## config.mk

```make
export PLATFORM = sky130hd
export DESIGN_NAME = seq_generator
export DESIGN_NICKNAME = d
export VERILOG_FILES = /design/src/rtl/seq_generator.sv
export SDC_FILE = /design/constraint.sdc
export NUM_CORES = 1
export LEC_CHECK = 0
export BUFFER_PORTS_ARGS = -buffer_cell sky130_fd_sc_hd__buf_2
export CORE_MARGIN = 5
export CORE_UTILIZATION = 45
export DETAILED_ROUTE_END_ITERATION = 8
export GPL_TIMING_DRIVEN = 0
export PLACE_DENSITY = 0.73
export SYNTH_ARGS = -nofsm -noshare
export SYNTH_HDL_FRONTEND = slang
export SYNTH_SLANG_ARGS = --single-unit
```

## constraint.sdc

```tcl
create_clock -name clk -period 1.8 [get_ports clk]
set_input_delay 0.18 -clock clk [delete_from_list [all_inputs] [get_ports clk]]
set_output_delay 0.18 -clock clk [all_outputs]
set_load 0.01 [all_outputs]
```

## src/rtl/seq_generator.sv

```systemverilog
// Serial pattern transmitter: shifts a WIDTH-bit pattern out MSB-first on d,
// repeating it repeat_n times back-to-back, with registered d/valid/busy/done.
module seq_generator #(
  parameter int               WIDTH   = 4,
  parameter logic [WIDTH-1:0] PATTERN = 4'b0111,
  parameter int               CNT_W   = 8
) (
  input  logic             clk,
  input  logic             reset,
  input  logic             load,
  input  logic [WIDTH-1:0] pattern_in,
  input  logic             start,
  input  logic [CNT_W-1:0] repeat_n,
  input  logic             abort,
  output logic             d,
  output logic             valid,
  output logic             busy,
  output logic             done
);

  localparam int BW = (WIDTH > 2) ? $clog2(WIDTH) : 1;
  localparam logic [BW-1:0] LAST_BIT = BW'(WIDTH - 1);

  typedef enum logic [1:0] {
    IDLE   = 2'd0,
    SHIFT  = 2'd1,
    FINISH = 2'd2
  } state_t;

  state_t           state_q, state_d;
  logic [WIDTH-1:0] pattern_q, pattern_d;
  logic [WIDTH-1:0] shreg_q, shreg_d;
  logic [BW-1:0]    bit_cnt_q, bit_cnt_d;
  logic [CNT_W-1:0] rep_cnt_q, rep_cnt_d;
  logic             d_q, d_d;
  logic             valid_q, valid_d;
  logic             busy_q, busy_d;
  logic             done_q, done_d;
  logic [WIDTH-1:0] start_pat;

  always_ff @(posedge clk or posedge reset) begin
    if (reset) begin
      state_q   <= IDLE;
      pattern_q <= PATTERN;
      shreg_q   <= '0;
      bit_cnt_q <= '0;
      rep_cnt_q <= '0;
      d_q       <= 1'b0;
      valid_q   <= 1'b0;
      busy_q    <= 1'b0;
      done_q    <= 1'b0;
    end else begin
      state_q   <= state_d;
      pattern_q <= pattern_d;
      shreg_q   <= shreg_d;
      bit_cnt_q <= bit_cnt_d;
      rep_cnt_q <= rep_cnt_d;
      d_q       <= d_d;
      valid_q   <= valid_d;
      busy_q    <= busy_d;
      done_q    <= done_d;
    end
  end

  always_comb begin
    state_d   = state_q;
    pattern_d = pattern_q;
    shreg_d   = shreg_q;
    bit_cnt_d = bit_cnt_q;
    rep_cnt_d = rep_cnt_q;
    d_d       = d_q;
    valid_d   = valid_q;
    busy_d    = busy_q;
    done_d    = 1'b0;
    start_pat = load ? pattern_in : pattern_q;

    unique case (state_q)
      IDLE: begin
        d_d     = 1'b0;
        valid_d = 1'b0;
        busy_d  = 1'b0;
        if (load) begin
          pattern_d = pattern_in;
        end
        if (start) begin
          busy_d = 1'b1;
          if (repeat_n != '0) begin
            state_d   = SHIFT;
            shreg_d   = start_pat;
            bit_cnt_d = LAST_BIT;
            rep_cnt_d = repeat_n;
            d_d       = start_pat[WIDTH-1];
            valid_d   = 1'b1;
          end else begin
            state_d = FINISH;
            done_d  = 1'b1;
          end
        end
      end

      SHIFT: begin
        // The shift register rotates, so after WIDTH steps it holds the
        // original pattern again and the next repetition needs no reload.
        if (abort) begin
          state_d   = IDLE;
          d_d       = 1'b0;
          valid_d   = 1'b0;
          busy_d    = 1'b0;
          rep_cnt_d = '0;
          bit_cnt_d = '0;
        end else if (bit_cnt_q != '0) begin
          shreg_d   = {shreg_q[WIDTH-2:0], shreg_q[WIDTH-1]};
          d_d       = shreg_q[WIDTH-2];
          bit_cnt_d = bit_cnt_q - 1'b1;
        end else if (rep_cnt_q > CNT_W'(1)) begin
          shreg_d   = {shreg_q[WIDTH-2:0], shreg_q[WIDTH-1]};
          d_d       = shreg_q[WIDTH-2];
          bit_cnt_d = LAST_BIT;
          rep_cnt_d = rep_cnt_q - 1'b1;
        end else begin
          state_d   = FINISH;
          d_d       = 1'b0;
          valid_d   = 1'b0;
          done_d    = 1'b1;
          rep_cnt_d = '0;
        end
      end

      FINISH: begin
        state_d = IDLE;
        d_d     = 1'b0;
        valid_d = 1'b0;
        busy_d  = 1'b0;
      end

      default: begin
        state_d = IDLE;
        d_d     = 1'b0;
        valid_d = 1'b0;
        busy_d  = 1'b0;
      end
    endcase
  end

  assign d     = d_q;
  assign valid = valid_q;
  assign busy  = busy_q;
  assign done  = done_q;

endmodule

```

* Word level (Yosys, flattened, before mapping) *
Cells that the tools add are included.

operators by class
  $add $sub $neg = 2
  $lt $le $gt $ge = 1
  equality and inequality tests = 9
  mux-type cells = 46
  reductions and logical operators = 9

operators by type and width
  operator                                                               number
  8-bit two-way mux                                                      5
  4-bit two-way mux                                                      6
  2-bit two-way mux                                                      10
  1-bit two-way mux                                                      17
  8-bit one-hot mux with 2 select lines                                  1
  3-bit != test (second input constant)                                  3
  8-bit by 1-bit > comparator with 1-bit output (second input constant)  1
  2-bit != test (second input constant)                                  4
  1-bit one-hot mux with 2 select lines                                  4
  2-bit one-hot mux with 2 select lines                                  2
  4-bit one-hot mux with 2 select lines                                  1
  4-bit AND reduction                                                    2
  8-bit nonzero test                                                     1
  8-bit by 1-bit subtractor with 8-bit output (second input constant)    1
  5-bit AND reduction                                                    1
  4-bit != test (second input constant)                                  1
  2-bit nonzero test                                                     2
  3-bit AND reduction                                                    1
  2-bit by 1-bit == test with 1-bit output (second input constant)       1
  2-bit zero test                                                        1
  2-bit AND reduction                                                    1
  2-bit by 1-bit subtractor with 2-bit output (second input constant)    1

word-level totals
  flip-flop bits (word level) = 24
  bits of input ports = 17
  word-level logic and storage cells = 76

* Depth between registers and ports, before layout *
Gate-level depths: netlist of the first run.

  depth after elaboration = 5
  depth in mapped cells = 7
  gate-level depth less buffers = 6

* Worst setup path after synthesis of the first run *
No wires, ideal clock.

  path type = register -> register
  start = register rep_cnt_q[0]
  end = register rep_cnt_q[5]
  arrival = 1.710 ns
  required time = 1.722 ns
  path slack = 0.012 ns
  cell stages (with the launch flop) = 7
  cell sequence = dfrtp_1 > inv_1 > ha_1 > or2_2 > a31o_2 > o41a_1 > o2bb2ai_1

between the ends
  cells in the longest elaborated chain, start to end = 5
  elaborated cells on any way between the ends = 6

RTL lines
  item                                                                                                                 RTL line  text
  from (decl)                                                                                                          34        logic [CNT_W-1:0] rep_cnt_q, rep_cnt_d;
  from (signal assigned)                                                                                               57        rep_cnt_q <= rep_cnt_d;
  8-bit by 1-bit subtractor with 8-bit output / 8-bit by 1-bit > comparator with 1-bit output (equally long branches)  119, 115
  8-bit two-way mux *                                                                                                  115       end else if (rep_cnt_q > CNT_W'(1)) begin
  8-bit two-way mux *                                                                                                  111       end else if (bit_cnt_q != '0) begin
  8-bit two-way mux *                                                                                                  104       if (abort) begin
  8-bit one-hot mux with 2 select lines *                                                                              77        unique case (state_q)

Every way passes the cells marked *; elsewhere a longest branch is shown, timed or not. The select of a mux whose other input is x is not followed.
A chain may end at the register's enable or synchronous reset.

* Worst setup path in the final report of the first run *
  start = register rep_cnt_q[0]
  end = register rep_cnt_q[2]

The elaborated chain is that of the path after synthesis.

==> impl_results.md, run 1 <==
- Status: complete, no violations
- Final Cycle Share: 96.61%
- Net Sw Frac: 38.91%
- Area Growth Syn to Fin: 26.52%
- Sw Pwr: 1.008 mW
- Post-synth top flop: dfrtp_1
- Gr usage total: 14.86%
- Fin util: 60.44%
- Comb pwr share: between 50 and 60%
- Hold Path Class: input pin to async pin
- RSZ-0062 raised after global routing: yes
- Final hold viol count: 0
- Yosys warnings: 0
- Register bit total from synthesis: 24
- Number of enable flip-flop cells after synthesis: 0
- FP Rows: 19
- Initial antenna violation count: 0
- Max-slew headroom: a little over two fifths
- Leak Pwr: 0.7741 nW
- Initial Utilization: a little under half
- Post-DP HPWL: 2130 um
- Non-filler cells, final: 191
- Vias in the first global route: 1052
- Reg2Reg Setup Slack: 0.06 ns
- Sequential cell area fraction in the yosys report: a little under half
- Routed Antenna Nets: 0
- DR iter-0 viols: 80
- Gpl congestion: 0.8280
- Cts hold-fix bufs: 0
- Distinct cells, synth: 42
- Synthesized instance count: about 130
- Pwr dens: 1528 mW/mm2
- CTS sink cnt: 24
- Reg-to-reg startpoint: rep_cnt_q[0]$_DFFE_PP0P_
- Max VDD drop: 829.0 uV
- Fillers: 236
- Critical Path Sink Type: register
- Final Max Slew Viols: 0
- Core Region: roughly 0.0028 mm2
- CTS H-tree lvls: 1
- Synth Cell Area: roughly 0.0013 mm2
- # setup viols final: 0
- Final #Nets: about 180
- Clk pwr share: 11.1%
- Worst Path Max Fanout: 10
- First-pass GRT wire length: 4823 um
- Most numerous cell in the Yosys netlist: dfrtp_1
- Routed wire length: a little over 3000 um
- Detailed Routing Iterations Pass 1: 4
- Drt drc: 0
- CTS Root Buffer Type: clkbuf_4
- Inst Count DP: 177
- Worst Skew: between 0.01 and 0.015 ns
- Syn Area/Cell: around 11 um2
- Arrival @ worst endpoint: 1.99 ns
- Clock Path Buffers: 2
- Reg2Reg Capture Point: rep_cnt_q[2]$_DFFE_PP0P_
- Crit path time final: 1.739 ns
- Tightest Pin Transition: 0.8713 ns
- Power Total: approximately 2.6 mW
- Setup ws final: approximately 0.061 ns
- Required time at the worst-slack endpoint: 2.05 ns
- GRT Residual Overflow: 0
- Register share of total power: 36.6%
- Register Area: 604.3 um2
- Async SR Flop Fraction: 100.0%
- Die Y: roughly 65 um
- Later-pin clock latency in the skew report: 0.33 ns
- Num CTS Buffers: 3
- Critical Path Sink: rep_cnt_q[2]$_DFFE_PP0P_
- Post-synth top cells: 21 x dfrtp_1, 15 x nor2_1, 8 x inv_1
- DR vias/cell: approximately 5.8
- Share of post-route cells with drive strength above 1: between 40% and 50%
- Startpoint Class: register
- Top cells by area, synth: dfrtp_1 39%, dfstp_2 5.9%, mux2i_1 5.2%, mux2_2 5.0%, nor2_1 4.2%
- Diode count: 0
- Drt wl/cell: 16.01 um
- Worst-path clk slew: 0.13 ns
- Synth top area share: 39.22%
- Max-cap violation count: 0
- Chip width: between 60 and 70 um
- Leading area contributor after synthesis: dfrtp_1
- Syn Nets: 147
- Area of the die: 0.004169 mm2
- IO buf count: 19
- Worst setup startpoint: rep_cnt_q[0]$_DFFE_PP0P_
- Internal: 1.583 mW
- Area of the multi-input gates: 780.7 um2
- I/O pin cnt: 21
- Kind of critical path: register to register
- Largest net degree at the start of global routing: 25
- Place WS: -0.1891 ns
- R2r worst-path depth: 7
- CTS tree: built
- Fmax: between 0.5 and 0.6 GHz
- Via count: around 1100
state kept, by name, summed over array words and instances (netlist names):
| signal | flops |
|---|---|
| busy | 1 |
| state_q | 2 |
| bit_cnt_q | 2 |
| done | 1 |
| shreg_q | 4 |
| valid | 1 |
| pattern_q | 4 |
| d | 1 |
| rep_cnt_q | 8 |
final cells by class:
| type | instances | area share [%] |
|---|---|---|
| flip-flops and latches | 24 | 35.65 |
| plain buffers | 5 | 1.845 |
| multi-input cells | 90 | 46.05 |
| clock buffers | 4 | 2.140 |
| inverters | 8 | 1.771 |
| well taps | 31 | 2.288 |
| repair buffers | 29 | 10.26 |
layer usage:
layer	vias to the layer above	GRT usage (%)	routed length [um]
met5	-	0	0
met4	0	4.485	57
met3	6	5.009	141
met2	24	24.36	1565
met1	547	18.63	1293
li1	538	-	-
worst max-delay path, cell delays in order, from the launching register on:
cell and delay (ns):
dfrtp_1 0.41, buf_6 0.14, ha_4 0.14, or2_4 0.27, a31o_4 0.24, buf_4 0.17, a2bb2oi_1 0.15, o2bb2ai_1 0.15
cell usage in the layout (no fill, tap or decap), drive strengths merged, types with 2 or more instances in the layout:
cell type / n
a2bb2oi: 4
a21o: 2
ha: 3
nor2: 17
nand3: 2
nor3: 4
dfstp: 3
mux2i: 7
o2bb2ai: 6
mux2: 6
or4: 3
a21oi: 7
nand2: 2
clkbuf: 7
buf: 31
a41oi: 2
dfrtp: 21
nand2b: 3
o22ai: 6
inv: 8
kinds of logic after synthesis:
group	Yosys count	synth area share, %
AOI/OAI and AO/OA	36	21.94
muxes	13	10.27
and+or+nand+nor	38	15.59
adders and majority gates	3	2.801
buffers and inverters	13	4.295
DFF	24	45.10
power by group through the flow:
stage | Clock (mW) | Sequential, mW | Combinational (mW)
CTS | 0.292 | 0.923 | 1.07
global placement | 0 | 0.922 | 0.921
floorplan | 0 | 0.902 | 0.752
finish | 0.287 | 0.948 | 1.36
global route | 0.323 | 0.980 | 1.48
detailed placement | 0 | 0.932 | 0.956
worst min-delay path by stage:
stage	slack, ns	from	to
3_3_place_gp	0.41	reset	bit_cnt_q[1]$_DFFE_PP0P_
5_1_grt	0.08	pattern_in[0]	pattern_q[0]$_DFFE_PP1P_
4_1_cts	0.06	reset	done$_DFF_PP0_
2_1_floorplan	0.19	reset	bit_cnt_q[0]$_DFFE_PP0P_
3_5_place_dp	0.42	reset	done$_DFF_PP0_
6_report	0.009	reset	done$_DFF_PP0_
stage by stage:
stage	hold WS (ns)	area, um2	TNS [ns]
finish	0.009221	1695	0
global route	0.08404	1695	-0.04567
detailed placement	0.4189	1474	-1.613
floorplan	0.1924	1340	0
global placement	0.4105	1474	-1.215
CTS	0.05704	1558	0
timing repair:
action                                  4_1_cts  5_1_grt
pin swaps                                     0        9
hold endpoints to repair                      0        0
setup buffers                                 2        8
endpoints found under the setup margin       12       12
resized for setup                             6       18
Power figures use the tool's default switching activity.
==> inputs of run 2 (changes only) <==
CORE_UTILIZATION = 50   (was 45)
PLACE_DENSITY = 0.8   (was 0.73)
==> run 2 against run 1 <==
Effect of this change: sequential share of layout area up 0.48 points; hold slack better by 0.016 ns; critical path depth is 1 lower; sequential power about the same; setup slack worse by 0.028 ns; clock power grew 35%; combinational power down 6%; clock skew shrank 0.0088 ns; register-to-register slack got worse by 0.03 ns; global-route usage grew 3.1 points; critical endpoint is now rep_cnt_q[5]$_DFFE_PP0P_; largest power group unchanged.
==> impl_results.md, run 2 (synthesis gave the netlist of run 1 again) <==
- Worst-path clk slew: 0.13 ns (about the same)
- Drt wl/cell: 17.98 um (+12%)
- Post-DP HPWL: 2240 um (+5.1%)
- Final Cycle Share: 98.19% (+1.6 points)
- Comb pwr share: 48.9% (-3.4 points)
- Leak Pwr: 0.7616 nW (-1.6%)
- Max VDD drop: 1077 uV (+30%)
- Power Total: 2.621 mW (+1.2%)
- Diode count: 0 (unchanged)
- Drt drc: 0 (unchanged)
- Most frequent cells in the layout: 21 x dfrtp_1, 19 x buf_2, 13 x nor2_1
- Internal: 1.612 mW (+1.8%)
- Clock Path Buffers: 2 (unchanged)
- Commonest non-fill, non-tap cell in the layout: dfrtp_1
- Final hold viol count: 0 (unchanged)
- Area of the die: 0.003816 mm2 (-8.5%)
- I/O pin cnt: 21 (unchanged)
- Startpoint Class: register
- Hold Path Class: input pin to async pin
- Crit path time final: 1.767 ns (+0.02834 ns)
- Later-pin clock latency in the skew report: 0.32 ns (about the same)
- Required time at the worst-slack endpoint: 2.06 ns (about the same)
- Largest reg by FF count: rep_cnt_q
- Vias in the first global route: 1097 (+4.3%)
- DR vias/cell: 6.211 (+6.4%)
- Die Y: 61.77 um (-4.3%)
- CTS sink cnt: 24 (unchanged)
- Max-cap violation count: 0 (unchanged)
- Largest net degree at the start of global routing: 25 (unchanged)
- CTS tree: built
- Kind of critical path: register to register
- Pwr dens: 1567 mW/mm2 (+2.5%)
- Tightest Pin Transition: 0.8874 ns (+0.01608 ns)
- Share of post-route cells with drive strength above 1: 36.77% (-3.9 points)
- Worst Path Max Fanout: 5 (-5)
- RSZ-0062 raised after global routing: yes
- FP Rows: 18 (-1)
- Area Growth Syn to Fin: 24.84%
- Initial Utilization: 53.12% (+5.4 points)
- Sw Pwr: 1.010 mW (+0.12%)
- Num CTS Buffers: 3 (unchanged)
- Status: complete, no violations
- CTS H-tree lvls: 1 (unchanged)
- Routed wire length: 3327 um (+8.8%)
- Worst Skew: 0.003879 ns (-0.008758 ns)
- Top Registers: rep_cnt_q x8, pattern_q x4, shreg_q x4
- Initial antenna violation count: 0 (unchanged)
- Gr usage total: 18.00% (+3.1 points)
- Register share of total power: 36.3% (-0.3 points)
- First-pass GRT wire length: 5133 um (+6.4%)
- DR iter-0 viols: 76 (-5.0%)
- Chip width: 61.77 um (-4.3%)
- Max-slew headroom: 40.78% (-1.1 points)
- Sum of negative setup slack: 0 ns (unchanged)
- CTS Root Buffer Type: clkbuf_4
- GRT Residual Overflow: 0 (unchanged)
- Routed Antenna Nets: 0 (unchanged)
- Clk pwr share: 14.8% (+3.7 points)
- Final #Nets: 176 (-2.8%)
- Net Sw Frac: 38.51% (-0.40 points)
- Max reg flops: 8 (unchanged)
- Detailed Routing Iterations Pass 1: 4 (unchanged)
- Critical Path Sink Type: register
- Via count: 1149 (+3.0%)
- Fmax: 0.5658 GHz (-1.6%)
- Gpl congestion: 0.8493 (+2.6%)
- Core Region: 0.002522 mm2 (-10%)
- Final Max Slew Viols: 0 (unchanged)
- IO buf count: 19 (unchanged)
- Arrival @ worst endpoint: 2.02 ns (+0.03 ns)
- # setup viols final: 0 (unchanged)
run 2: power groups by stage:
stage,logic [mW],registers [mW],clock network [mW]
6_report,1.28,0.950,0.388
3_5_place_dp,0.963,0.938,0
5_1_grt,1.41,0.969,0.417
3_3_place_gp,0.919,0.920,0
2_1_floorplan,0.752,0.902,0
4_1_cts,1.08,0.934,0.398
run 2: timing repair:
| item | CTS | global route |
|---|---|---|
| buffers inserted | 2 | 2 |
| pin swaps | 0 | 5 |
| setup endpoints to repair | 16 | 12 |
| gates cloned | 0 | 1 |
| gates resized for setup | 6 | 15 |
| hold buffers | 0 | 0 |
run 2: metrics by stage:
step	util, %	hold WS [ns]	instances	worst slack (ns)	instance area, um2
2_1_floorplan	-	0.1924	127	0.01247	1340
5_1_grt	66.32	0.08380	185	-0.04044	1673
3_3_place_gp	58.38	0.4037	176	-0.1747	1473
6_report	66.32	0.02529	185	0.03266	1673
4_1_cts	62.40	0.05883	182	0.01318	1574
3_5_place_dp	58.38	0.4233	176	-0.2210	1473
run 2: critical path: stages (launching register included):
cell and delay (ns):
dfrtp_1 0.41, buf_6 0.13, ha_2 0.16, or2_4 0.28, a31o_4 0.28, o41a_1 0.32, o2bb2ai_2 0.12
run 2: path summary, 6_finish.rpt:
check,to,from,depth (start not counted),slack [ns]
max,rep_cnt_q[5]$_DFFE_PP0P_,rep_cnt_q[0]$_DFFE_PP0P_,6,0.03
min,busy$_DFFE_PP0P_,reset,2,0.03
min in group clk,pattern_q[3]$_DFFE_PP0P_,pattern_in[3],2,0.10
max reg2reg,rep_cnt_q[5]$_DFFE_PP0P_,rep_cnt_q[0]$_DFFE_PP0P_,6,0.03
max in group asynchronous,d$_DFF_PP0_,reset,2,1.23
min reg2reg,valid$_DFFE_PP0P_,valid$_DFFE_PP0P_,1,0.51
run 2: area by class of cell:
type                       instances  area, um2
buffer                             5      38.79
clock buffer                       3      22.52
clock inverter                     1      30.03
fill                             197      849.6
inverter                           8      30.03
multi-input combinational         90      755.7
sequential                        24      604.3
tap                               30      37.54
timing repair buffer              24      153.9
run 2: per-layer routing:
| layer | global-route usage (%) | vias up | share of wire (%) |
|---|---|---|---|
| met1 | 23.82 | 574 | 43 |
| met3 | 3.719 | 6 | 4.8 |
| met5 | 0 | - | 0 |
| li1 | - | 533 | - |
| met4 | 2.727 | 0 | 1.4 |
| met2 | 31.09 | 36 | 51 |
